[src/rtl/mem_pkg.sv]
// Shared definitions for the cache-to-memory arbiter: bus widths, arbiter
// state encoding and requester identifiers.
package mem_pkg;

  localparam int ADDR_W = 28;
  localparam int DATA_W = 128;

  typedef enum logic [1:0] {
    IDLE   = 2'd0,
    BUSY_I = 2'd1,
    BUSY_D = 2'd2
  } arb_state_e;

  localparam logic REQ_I = 1'b0;
  localparam logic REQ_D = 1'b1;

endpackage

[src/rtl/mem_arbiter_rr_arb2.sv]
// Two-way round-robin pick between the I-cache and D-cache requests.
// On a tie the requester that did not win last time is chosen.
module rr_arb2
  import mem_pkg::*;
(
  input  logic req_i,
  input  logic req_d,
  input  logic last,
  output logic gnt_vld,
  output logic gnt_id
);

  // Single requester wins outright; a tie goes to the one not served last.
  always_comb begin
    gnt_vld = req_i | req_d;
    gnt_id  = REQ_I;
    if (req_i && req_d) begin
      gnt_id = (last == REQ_D) ? REQ_I : REQ_D;
    end else if (req_d) begin
      gnt_id = REQ_D;
    end
  end

endmodule

[src/rtl/mem_arbiter.sv]
// Arbiter sharing one block-memory port between the I-cache and D-cache.
// One transaction is owned at a time; the winner's command is latched and
// mem_ready is routed back only to the owner.
// Optional watchdog: define MEM_ARB_TIMEOUT_EN to add the arb_timeout flag
// and abandon a transaction after TIMEOUT_CYCLES busy cycles.
module mem_arbiter
  import mem_pkg::*;
#(
  parameter int ADDR_W         = mem_pkg::ADDR_W,
  parameter int DATA_W         = mem_pkg::DATA_W,
  parameter int TIMEOUT_CYCLES = 1024
) (
  input  logic              clk,
  input  logic              proc_reset,
  input  logic              ic_mem_read,
  input  logic [ADDR_W-1:0] ic_mem_addr,
  output logic [DATA_W-1:0] ic_mem_rdata,
  output logic              ic_mem_ready,
  input  logic              dc_mem_read,
  input  logic              dc_mem_write,
  input  logic [ADDR_W-1:0] dc_mem_addr,
  input  logic [DATA_W-1:0] dc_mem_wdata,
  output logic [DATA_W-1:0] dc_mem_rdata,
  output logic              dc_mem_ready,
  output logic              mem_read,
  output logic              mem_write,
  output logic [ADDR_W-1:0] mem_addr,
  output logic [DATA_W-1:0] mem_wdata,
  input  logic [DATA_W-1:0] mem_rdata,
  input  logic              mem_ready
`ifdef MEM_ARB_TIMEOUT_EN
  ,
  output logic              arb_timeout
`endif
);

  arb_state_e        state_q, state_d;
  logic              rd_q, rd_d;
  logic              wr_q, wr_d;
  logic [ADDR_W-1:0] addr_q, addr_d;
  logic [DATA_W-1:0] wdata_q, wdata_d;
  logic              last_q, last_d;
  logic              gnt_vld;
  logic              gnt_id;

`ifdef MEM_ARB_TIMEOUT_EN
  localparam logic [15:0] TIMEOUT_LIM = 16'(TIMEOUT_CYCLES);
  logic [15:0] cnt_q, cnt_d;
  logic        timeout_q, timeout_d;

  assign arb_timeout = timeout_q;
`endif

  rr_arb2 u_rr_arb2 (
    .req_i   (ic_mem_read),
    .req_d   (dc_mem_read | dc_mem_write),
    .last    (last_q),
    .gnt_vld (gnt_vld),
    .gnt_id  (gnt_id)
  );

  // State register and latched command; reset abandons any in-flight access.
  always_ff @(posedge clk or posedge proc_reset) begin
    if (proc_reset) begin
      state_q   <= IDLE;
      rd_q      <= 1'b0;
      wr_q      <= 1'b0;
      addr_q    <= '0;
      wdata_q   <= '0;
      last_q    <= REQ_D;
`ifdef MEM_ARB_TIMEOUT_EN
      cnt_q     <= '0;
      timeout_q <= 1'b0;
`endif
    end else begin
      state_q   <= state_d;
      rd_q      <= rd_d;
      wr_q      <= wr_d;
      addr_q    <= addr_d;
      wdata_q   <= wdata_d;
      last_q    <= last_d;
`ifdef MEM_ARB_TIMEOUT_EN
      cnt_q     <= cnt_d;
      timeout_q <= timeout_d;
`endif
    end
  end

  // Next state: grant in IDLE, release on mem_ready (no grant that cycle).
  always_comb begin
    state_d   = state_q;
    rd_d      = rd_q;
    wr_d      = wr_q;
    addr_d    = addr_q;
    wdata_d   = wdata_q;
    last_d    = last_q;
`ifdef MEM_ARB_TIMEOUT_EN
    cnt_d     = cnt_q;
    timeout_d = timeout_q;
`endif
    case (state_q)
      IDLE: begin
        if (gnt_vld) begin
          last_d = gnt_id;
`ifdef MEM_ARB_TIMEOUT_EN
          cnt_d  = '0;
`endif
          if (gnt_id == REQ_I) begin
            state_d = BUSY_I;
            rd_d    = 1'b1;
            wr_d    = 1'b0;
            addr_d  = ic_mem_addr;
            wdata_d = '0;
          end else begin
            // A combined read+write is served as the write; the read is reissued.
            state_d = BUSY_D;
            rd_d    = dc_mem_read & ~dc_mem_write;
            wr_d    = dc_mem_write;
            addr_d  = dc_mem_addr;
            wdata_d = dc_mem_wdata;
          end
        end
      end
      BUSY_I, BUSY_D: begin
`ifdef MEM_ARB_TIMEOUT_EN
        cnt_d = cnt_q + 16'd1;
`endif
        if (mem_ready) begin
          state_d = IDLE;
          rd_d    = 1'b0;
          wr_d    = 1'b0;
        end
`ifdef MEM_ARB_TIMEOUT_EN
        else if (cnt_q + 16'd1 == TIMEOUT_LIM) begin
          state_d   = IDLE;
          rd_d      = 1'b0;
          wr_d      = 1'b0;
          timeout_d = 1'b1;
        end
`endif
      end
      default: begin
        state_d = IDLE;
        rd_d    = 1'b0;
        wr_d    = 1'b0;
      end
    endcase
  end

  // Outputs: strobes drop in the ready cycle; ready goes only to the owner.
  always_comb begin
    mem_read     = rd_q & ~mem_ready;
    mem_write    = wr_q & ~mem_ready;
    mem_addr     = addr_q;
    mem_wdata    = wdata_q;
    ic_mem_ready = mem_ready & (state_q == BUSY_I);
    dc_mem_ready = mem_ready & (state_q == BUSY_D);
    ic_mem_rdata = mem_rdata;
    dc_mem_rdata = mem_rdata;
  end

endmodule

[config.mk]
export PLATFORM = sky130hd
export DESIGN_NAME = mem_arbiter
export DESIGN_NICKNAME = d
export VERILOG_FILES = /design/src/rtl/mem_pkg.sv /design/src/rtl/mem_arbiter_rr_arb2.sv /design/src/rtl/mem_arbiter.sv
export SDC_FILE = /design/constraint.sdc
export NUM_CORES = 1
export LEC_CHECK = 0
export CORE_AREA = 3 3 286 288
export CTS_CLUSTER_DIAMETER = 80
export DETAILED_ROUTE_END_ITERATION = 16
export DIE_AREA = 0 0 289 291
export SLEW_MARGIN = 15
export SYNTH_ARGS = -nofsm -noshare
export SYNTH_HDL_FRONTEND = slang
export SYNTH_SLANG_ARGS = --single-unit
[constraint.sdc]
create_clock -name clk -period 6.5 [get_ports clk]
set_input_delay 1.625 -clock clk [delete_from_list [all_inputs] [get_ports clk]]
set_output_delay 1.625 -clock clk [all_outputs]
set_load 0.01 [all_outputs]
# Word-level counts from Yosys, hierarchy flattened
# Cells that the tools add are included.
[op_classes]
eq_ne = 4
n_reduce_logical = 5
mux = 16
n_bitwise = 9
[ops]
columns = ["op", "count"]
rows = [
  ["128-bit 2-to-1 mux", 1],
  ["28-bit 2-to-1 mux", 1],
  ["1-bit 2-to-1 mux", 8],
  ["2-bit 2-to-1 mux", 3],
  ["1-bit AND", 5],
  ["2-bit != test, second input constant", 2],
  ["1-bit one-hot mux with 2 select lines", 2],
  ["2-bit one-hot mux with 2 select lines", 1],
  ["2-bit AND reduction", 2],
  ["2-bit by 1-bit == test with 1-bit output, second input constant", 1],
  ["2-bit == test, second input constant", 1],
  ["2-bit zero test", 1],
  ["1-bit NOT", 2],
  ["1-bit OR", 2],
  ["2-bit OR reduction", 1],
  ["1-bit logical AND", 1],
]
[totals]
word_cells = 40
regBits = 161
inputBits = 318
out_inout_bits = 416

# Logic depth before layout (Yosys ltp)
[depth]
depth_word = 6
ltp_mapped = 7
mapped_depth_nobuf = 5

# Cells and area by module
# From an unflattened synthesis, not the netlist that was laid out.
[unflattened]
hier_cells = 966
area_unflattened_um2 = 8590.7
[by_module_without_submodules]
columns = ["mod", "area_each_um2", "cells_each", "seq_area_each_um2", "n_inst"]
rows = [
  ["mem_arbiter", 8577.0, 964, 4030.1, 1],
  ["rr_arb2", 13.8, 2, 0.0, 1],
]

# Worst setup path before layout
# No wires, ideal clock.
[synth_timing]
path_kind = "input to output"
from = "in mem_ready"
to = "out mem_read"
stages = 1
required_time_ns = 4.875
t_arrival_ns = 1.803
path_slack_ns = 3.072
n_path_buf = 0
cell_sequence = "nor2b_1"
[synth_via]
elab_chain_cells = 2
[synth_lines]
columns = ["item", "line", "rtl"]
rows = [
  ["from (decl)", "mem_arbiter.sv:30", "input logic mem_ready"],
  ["1-bit NOT", "mem_arbiter.sv:152", "mem_read = rd_q & ~mem_ready;"],
  ["1-bit AND", "mem_arbiter.sv:152", ""],
  ["to (decl)", "mem_arbiter.sv:25", "output logic mem_read,"],
]
# Every way passes these cells.

# Worst setup path in the final report
[layout_timing]
from = "in mem_ready"
to = "out dc_mem_ready"
[layout_via]
elab_chain_cells = 1
[layout_lines]
columns = ["item", "line", "rtl"]
rows = [
  ["1-bit AND", "mem_arbiter.sv:157", "dc_mem_ready = mem_ready & (state_q == BUSY_D);"],
  ["to (decl)", "mem_arbiter.sv:24", "output logic dc_mem_ready,"],
]
# Every way passes these cells.

==> results.tsv <==
metric	value	unit
FF+latch count, synth	161	
area of the multi-input gates	1850	sq um
DIE WIDTH	289	microns
site row count	103	
Layout Skew	15.9	ps
max-slew violation count	0	
Max Buffers Root-to-Sink	2	
Main synth FF type	dfrtp_1	
worst reg-to-reg path cell count	5	
gate count of the mapped netlist	691	
antenna viol nets, final	0	
Seq/Total Area, Yosys	50.5	%
Total Neg Setup Slack	0	ps
Syn Area/Cell	11.6	sq um
die height	291	microns
hold_buf cts	0	
post-cts resize count	0	
worst-path maximum fanout	5	
VDD IR max	0.000226	V
Syn Nets	1012	
htree depth	4	
Setup crit end kind	output pin	
Routed WL	26.5	mm
fraction of registers with async set/reset	100	%
fmax	220	MHz
hold depth	2	
I/O pin total	734	
period utilisation layout	70.0	%
crit path time final	4550	ps
CTS buffer count	17	
clk slew on worst S/H paths	80	ps
Residual DRC	0	
Starting Density	10.1	%
initial antenna violation count	9	
kind of critical path	in -> out	
share of post-route cells with drive strength above 1	5.60	%
total grt overflow	0	
CTS root buffer	clkbuf_16	
Hold Fails Final Rpt	0	
RSZ-0062 raised after global routing	false	
Worst Max-Slew Pin Slew	722	ps
Required @ worst endpoint	4880	ps
Hold Path Class	reg -> reg	
DRT Pass-1 Iters	4	
Via density	2.86	
first-pass GRT wire length	37.0	mm
Hold Startpoint	mem_addr[2]	
post-synth cell types	25	
area delta synth->final	42.4	%
largest net degree at the start of global routing	129	
Critical Path AT	2920	ps
WHS	483	ps
worst slew margin relative to its limit	51.9	%
startpoint types	input port	
IO buf count	349	
clock latency on the worst-skew pair	470	ps
pwr/cell area	447	nW/um^2
Clock Sinks	161	
gr usage total	6.18	%
FILL cells	8862	
Area contributors post-synth	dfrtp_1 50%, buf_4 24%, a22o_1 14%	
most common cell in the netlist	buf_4	
total setup buffers inserted after CTS	0	
DPL Wire Length	19.9	mm
RR Startpoint	last_q	
Synth Cell Area	7990	sq um
max_cap viols	0	
CP Launch Point	mem_ready	
Core ar.	79100	sq um
Post-synth top cells	256 x buf_4, 160 x dfrtp_1, 130 x a22o_1	
leak pwr	4.52	nW
Register Area	4030	sq um
WL/cell	14.4	microns
# setup viols final	0	
Iteration-0 DRC Markers	200	
Synth top area share	50.1	%
vias	5268	
number of global-route vias before repair	5619	
area leader, netlist	dfrtp_1	
Nets	1094	
Post-synth EDFFs	0	
CTS tree	built	
Die Footprint	84100	sq um
Ys Warns	0	
status	completed	
GP Congestion	0.728	
-- state kept, by name, indices dropped and copies added (netlist names) --
name / count
mem_wdata: 128
mem_addr: 28
state_q: 2
last_q: 1
rd_q: 1
wr_q: 1
-- metal layers --
metal	track usage, %	share of wire [%]	wire length, microns
met5	0	0.21	55
met4	6.68	9.4	2500
met3	3.92	15	3970
met2	9.34	44	11700
met1	5.27	31	8320
-- report_power, final --
| group | internal [mW] | total, mW | leakage [nW] | switching (mW) |
|---|---|---|---|---|
| Sequential | 1.45 | 1.71 | 2.04 | 0.261 |
| Combinational | 1.28 | 2.34 | 2.22 | 1.06 |
| Clock | 0.510 | 1.03 | 0.270 | 0.522 |
| Total | 3.24 | 5.08 | 4.52 | 1.84 |
-- critical path: stages --
cell and delay [ps]:
clkdlybuf4s50_1 590, and2_1 170, clkdlybuf4s50_1 530
-- through the flow --
step / instances / instance area (sq um) / total power [mW] / utilization [%] / setup slack, ps
6_report: 1839 / 11400 / 5.08 / 14.4 / 1950
5_1_grt: 1836 / 11400 / 5.43 / 14.4 / 1900
4_1_cts: 1835 / 11400 / 5.22 / 14.4 / 1940
3_5_place_dp: 1803 / 10800 / 4.11 / 13.6 / 1940
3_3_place_gp: 1803 / 10800 / 4.05 / 13.6 / 1930
2_1_floorplan: 691 / 7990 / 2.96 / - / 528
-- cells by family (layout without fill, tap and decap cells) --
kind of cell	count (synthesis)	count (layout)	synth area share (%)
AOI/OAI and AO/OA	163	163	16.8
adders and majority gates	3	3	0.470
buffers and inverters	297	392	26.7
DFF	161	161	50.5
muxes	29	29	3.65
other	0	3	0
and+or+nand+nor	38	38	1.99
-- final cells by class --
type | instances | area share [%]
Multi-Input combinational cell | 233 | 16.2
Tap cell | 1050 | 11.5
Inverter | 4 | 0.176
Sequential cell | 161 | 35.4
Timing Repair Buffer | 356 | 31.6
Antenna cell | 3 | 0.0660
Clock buffer | 18 | 3.77
Clock inverter | 14 | 1.24
-- worst paths after layout --
kind                             endpoint  slack, ps
setup / recovery             dc_mem_ready       1950
hold reg to reg               mem_addr[2]        480
min in group asynchronous    mem_wdata[8]       1580
hold / removal                mem_addr[2]        480
setup reg to reg           mem_wdata[106]       4410
max in group asynchronous   mem_wdata[40]       3780
-- cell usage in the layout, fill, tap and decap left out --
cell / Yosys / layout
buf_8: 0 / 1
a32o_1: 1 / 1
clkdlybuf4s50_1: 0 / 349
dfrtp_1: 160 / 160
inv_1: 4 / 3
clkbuf_16: 0 / 17
mux2i_1: 28 / 28
dfstp_2: 1 / 1
mux2_2: 1 / 1
nand2_1: 30 / 30
diode_2: 0 / 3
clkinv_8: 0 / 2
and2_1: 2 / 2
o2bb2ai_4: 0 / 1
clkbuf_1: 5 / 1
inv_6: 0 / 7
nor2b_1: 3 / 3
nor3_1: 1 / 1
nor2_1: 1 / 1
o31ai_4: 1 / 1
buf_12: 0 / 3
a22o_1: 130 / 130
buf_4: 256 / 3
o21ai_0: 27 / 27
ha_1: 3 / 3
o21ai_1: 1 / 1
inv_8: 0 / 3
nor2_4: 0 / 1
clkinvlp_4: 0 / 3
a21o_1: 2 / 2
Note: power is estimated with default switching activity, not from simulation.
==> edit: new RTL, same flow settings <==
Take the reset off `addr_q` and `wdata_q` and load them in a clocked block of their own.
--- a/src/rtl/mem_arbiter.sv
+++ b/src/rtl/mem_arbiter.sv
@@ -67,4 +67,2 @@
       wr_q      <= 1'b0;
-      addr_q    <= '0;
-      wdata_q   <= '0;
       last_q    <= REQ_D;
@@ -78,4 +76,2 @@
       wr_q      <= wr_d;
-      addr_q    <= addr_d;
-      wdata_q   <= wdata_d;
       last_q    <= last_d;
@@ -86,2 +82,7 @@
     end
+  end
+
+  always_ff @(posedge clk) begin
+    addr_q  <= addr_d;
+    wdata_q <= wdata_d;
   end
Function: changed (Yosys sat finds a counterexample within 4 cycles, from zero or initial values and one cycle with proc_reset high).
==> edit against the original RTL <==
Synthesized cell count down 10%; wire length is 66% higher; maximum frequency down 8.3%; sequential cell count did not move; area after synthesis is 2.9% higher; cell count shrank 3.3%; power down 8.1%; first-iteration DRC count down 35%; worst setup slack got worse by 0.41 ns; cell area increased by 1.7%; via count shrank 9.7%; utilization is 0.24 points higher; critical path type unchanged.
==> edit: results (changes against the original RTL) <==
[run_status]
status = complete, no violations

[clocking]
cts_buffer_depth = 2  ; unchanged
postCtsHoldBufs = 0  ; unchanged
clockRootBuffer = clkbuf_16
h-tree-depth = 4  ; unchanged
clk_pin_slew_ns = 0.07
cts_buffers = 17  ; unchanged
insertion_delay_ns = 0.48
ctsResizeCount = 0  ; unchanged
cts_setup_buffers = 0  ; unchanged

[logic_synthesis]
synth_commonest_cells = buf_4, edfxtp_1, and2_1
async_flop_share = 0.0311  ; -0.969
seq_area_frac_synth = 0.585  ; +0.0806
syn_inst = 619  ; -10%
synthTopCellsByArea = edfxtp_1, buf_4, and2_1
syn_nets = 940  ; -7.1%
yosysWarnings = 0  ; unchanged
synth_edf_count = 156  ; +156
synthFlopType = edfxtp_1
synth_cell_types = 20  ; -20%

[route]
dr.pass1.iters = 4  ; unchanged
wl_mm = 44.1  ; +66%
wl_per_cell_um = 24.8  ; +72%
drt_iter0_drc = 130  ; -35%
vias_per_cell = 2.68  ; -6.6%
drc = 0  ; unchanged

[critical_path]
worstPathArrival_ns = 3.33  ; +0.41 ns
reg2reg_slack_ns = 3.99  ; -0.42 ns
slowest_stage = clkdlybuf4s50_1
crit-reg2reg-capture = mem_addr[25]
critPathMaxFanout = 5  ; unchanged
reg2reg_from = state_q[1]
r2r_cells = 4  ; -1
cp_slowest_stage_delay_ns = 0.76  ; +0.17 ns

[placed_design]
port_buffers = 349  ; unchanged
gp_congestion = 0.841  ; +16%
dpl.hpwl_mm = 38.0  ; +91%
dp.cells = 1747  ; -3.1%

[final_layout]
largest_reg_flops = 128  ; unchanged
drive_gt1_frac = 0.0852  ; +0.0292
final_nets = 1037  ; -5.2%
fill_cells = 8770  ; -1.0%
antennaDiodeCount = 0  ; -3

[sta]
whs_ns = 0.507  ; +0.0243 ns
tightestPinTransition_ns = 0.840  ; +0.118 ns
fin_worst_skew_ns = 0.0176  ; +0.00167 ns

[power]
p_leak_nw = 3.83  ; -15%
peakVddDrop_mv = 0.252  ; +12%

[grt]
first_global_vias = 5133  ; -8.6%
grt.total_usage = 0.101  ; +0.0393
grt_first_pass_wirelength_mm = 54.4  ; +47%
grt_antenna_before_repair = 8  ; -1
grt_max_degree = 157  ; +22%

[worst_hold_path]
hp-start = last_q
min_path_type = reg2reg
hold_path_end = last_q
worstHoldPathCells = 2  ; unchanged

==> edit: per-stage QoR <==
step,power (mW),worst slack [ns],instance area [um^2],util
floorplan,2.74,0.636,8220,-
finish,4.67,1.54,11600,0.146
CTS,4.81,1.55,11600,0.146
global route,4.93,1.54,11600,0.146
global placement,3.70,1.54,11000,0.139
detailed placement,3.72,1.56,11000,0.139
==> edit: routing by layer <==
metal	vias up	wire length, um	global-route usage
met2	611	23000	0.187
li1	1990	-	-
met4	6	1490	0.0408
met5	-	41	0
met3	70	8890	0.0901
met1	2082	10700	0.0686
==> edit: cell type report <==
class                           count  area (um^2)  area share
Multi-Input combinational cell    177         1290       0.111
Clock buffer                       20          437      0.0377
Timing Repair Buffer              351         3530       0.305
Clock inverter                     11          155      0.0134
Inverter                            8         30.0     0.00260
Tap cell                         1050         1310       0.114
Sequential cell                   161         4810       0.416
==> edit: logic make-up after synthesis <==
logic type / Yosys count / synth area share
compound gates: 8 / 0.00913
flops: 161 / 0.585
fa+ha+maj: 3 / 0.00457
mux: 28 / 0.0384
buf+inv: 281 / 0.258
simple gates: 138 / 0.104
==> edit: power by group <==
group	switching, mW	internal (mW)
sequential	0.125	1.73
combinational	0.897	0.861
clock	0.453	0.607
==> edit: worst max-delay path by stage <==
stage	startpoint	endpoint	slack (ns)	cells after the start
5_1_grt	mem_ready	dc_mem_ready	1.54	3
3_3_place_gp	mem_ready	dc_mem_ready	1.54	3
4_1_cts	mem_ready	dc_mem_ready	1.55	3
6_report	mem_ready	dc_mem_ready	1.54	3
2_1_floorplan	dc_mem_read	mem_addr[0]	0.64	2
3_5_place_dp	mem_ready	dc_mem_ready	1.56	3
==> edit: worst max-delay path: cells and delay by family <==
kind	cells	cell delay (ns)
buffers and inverters	2	1.49
and+or+nand+nor	1	0.20
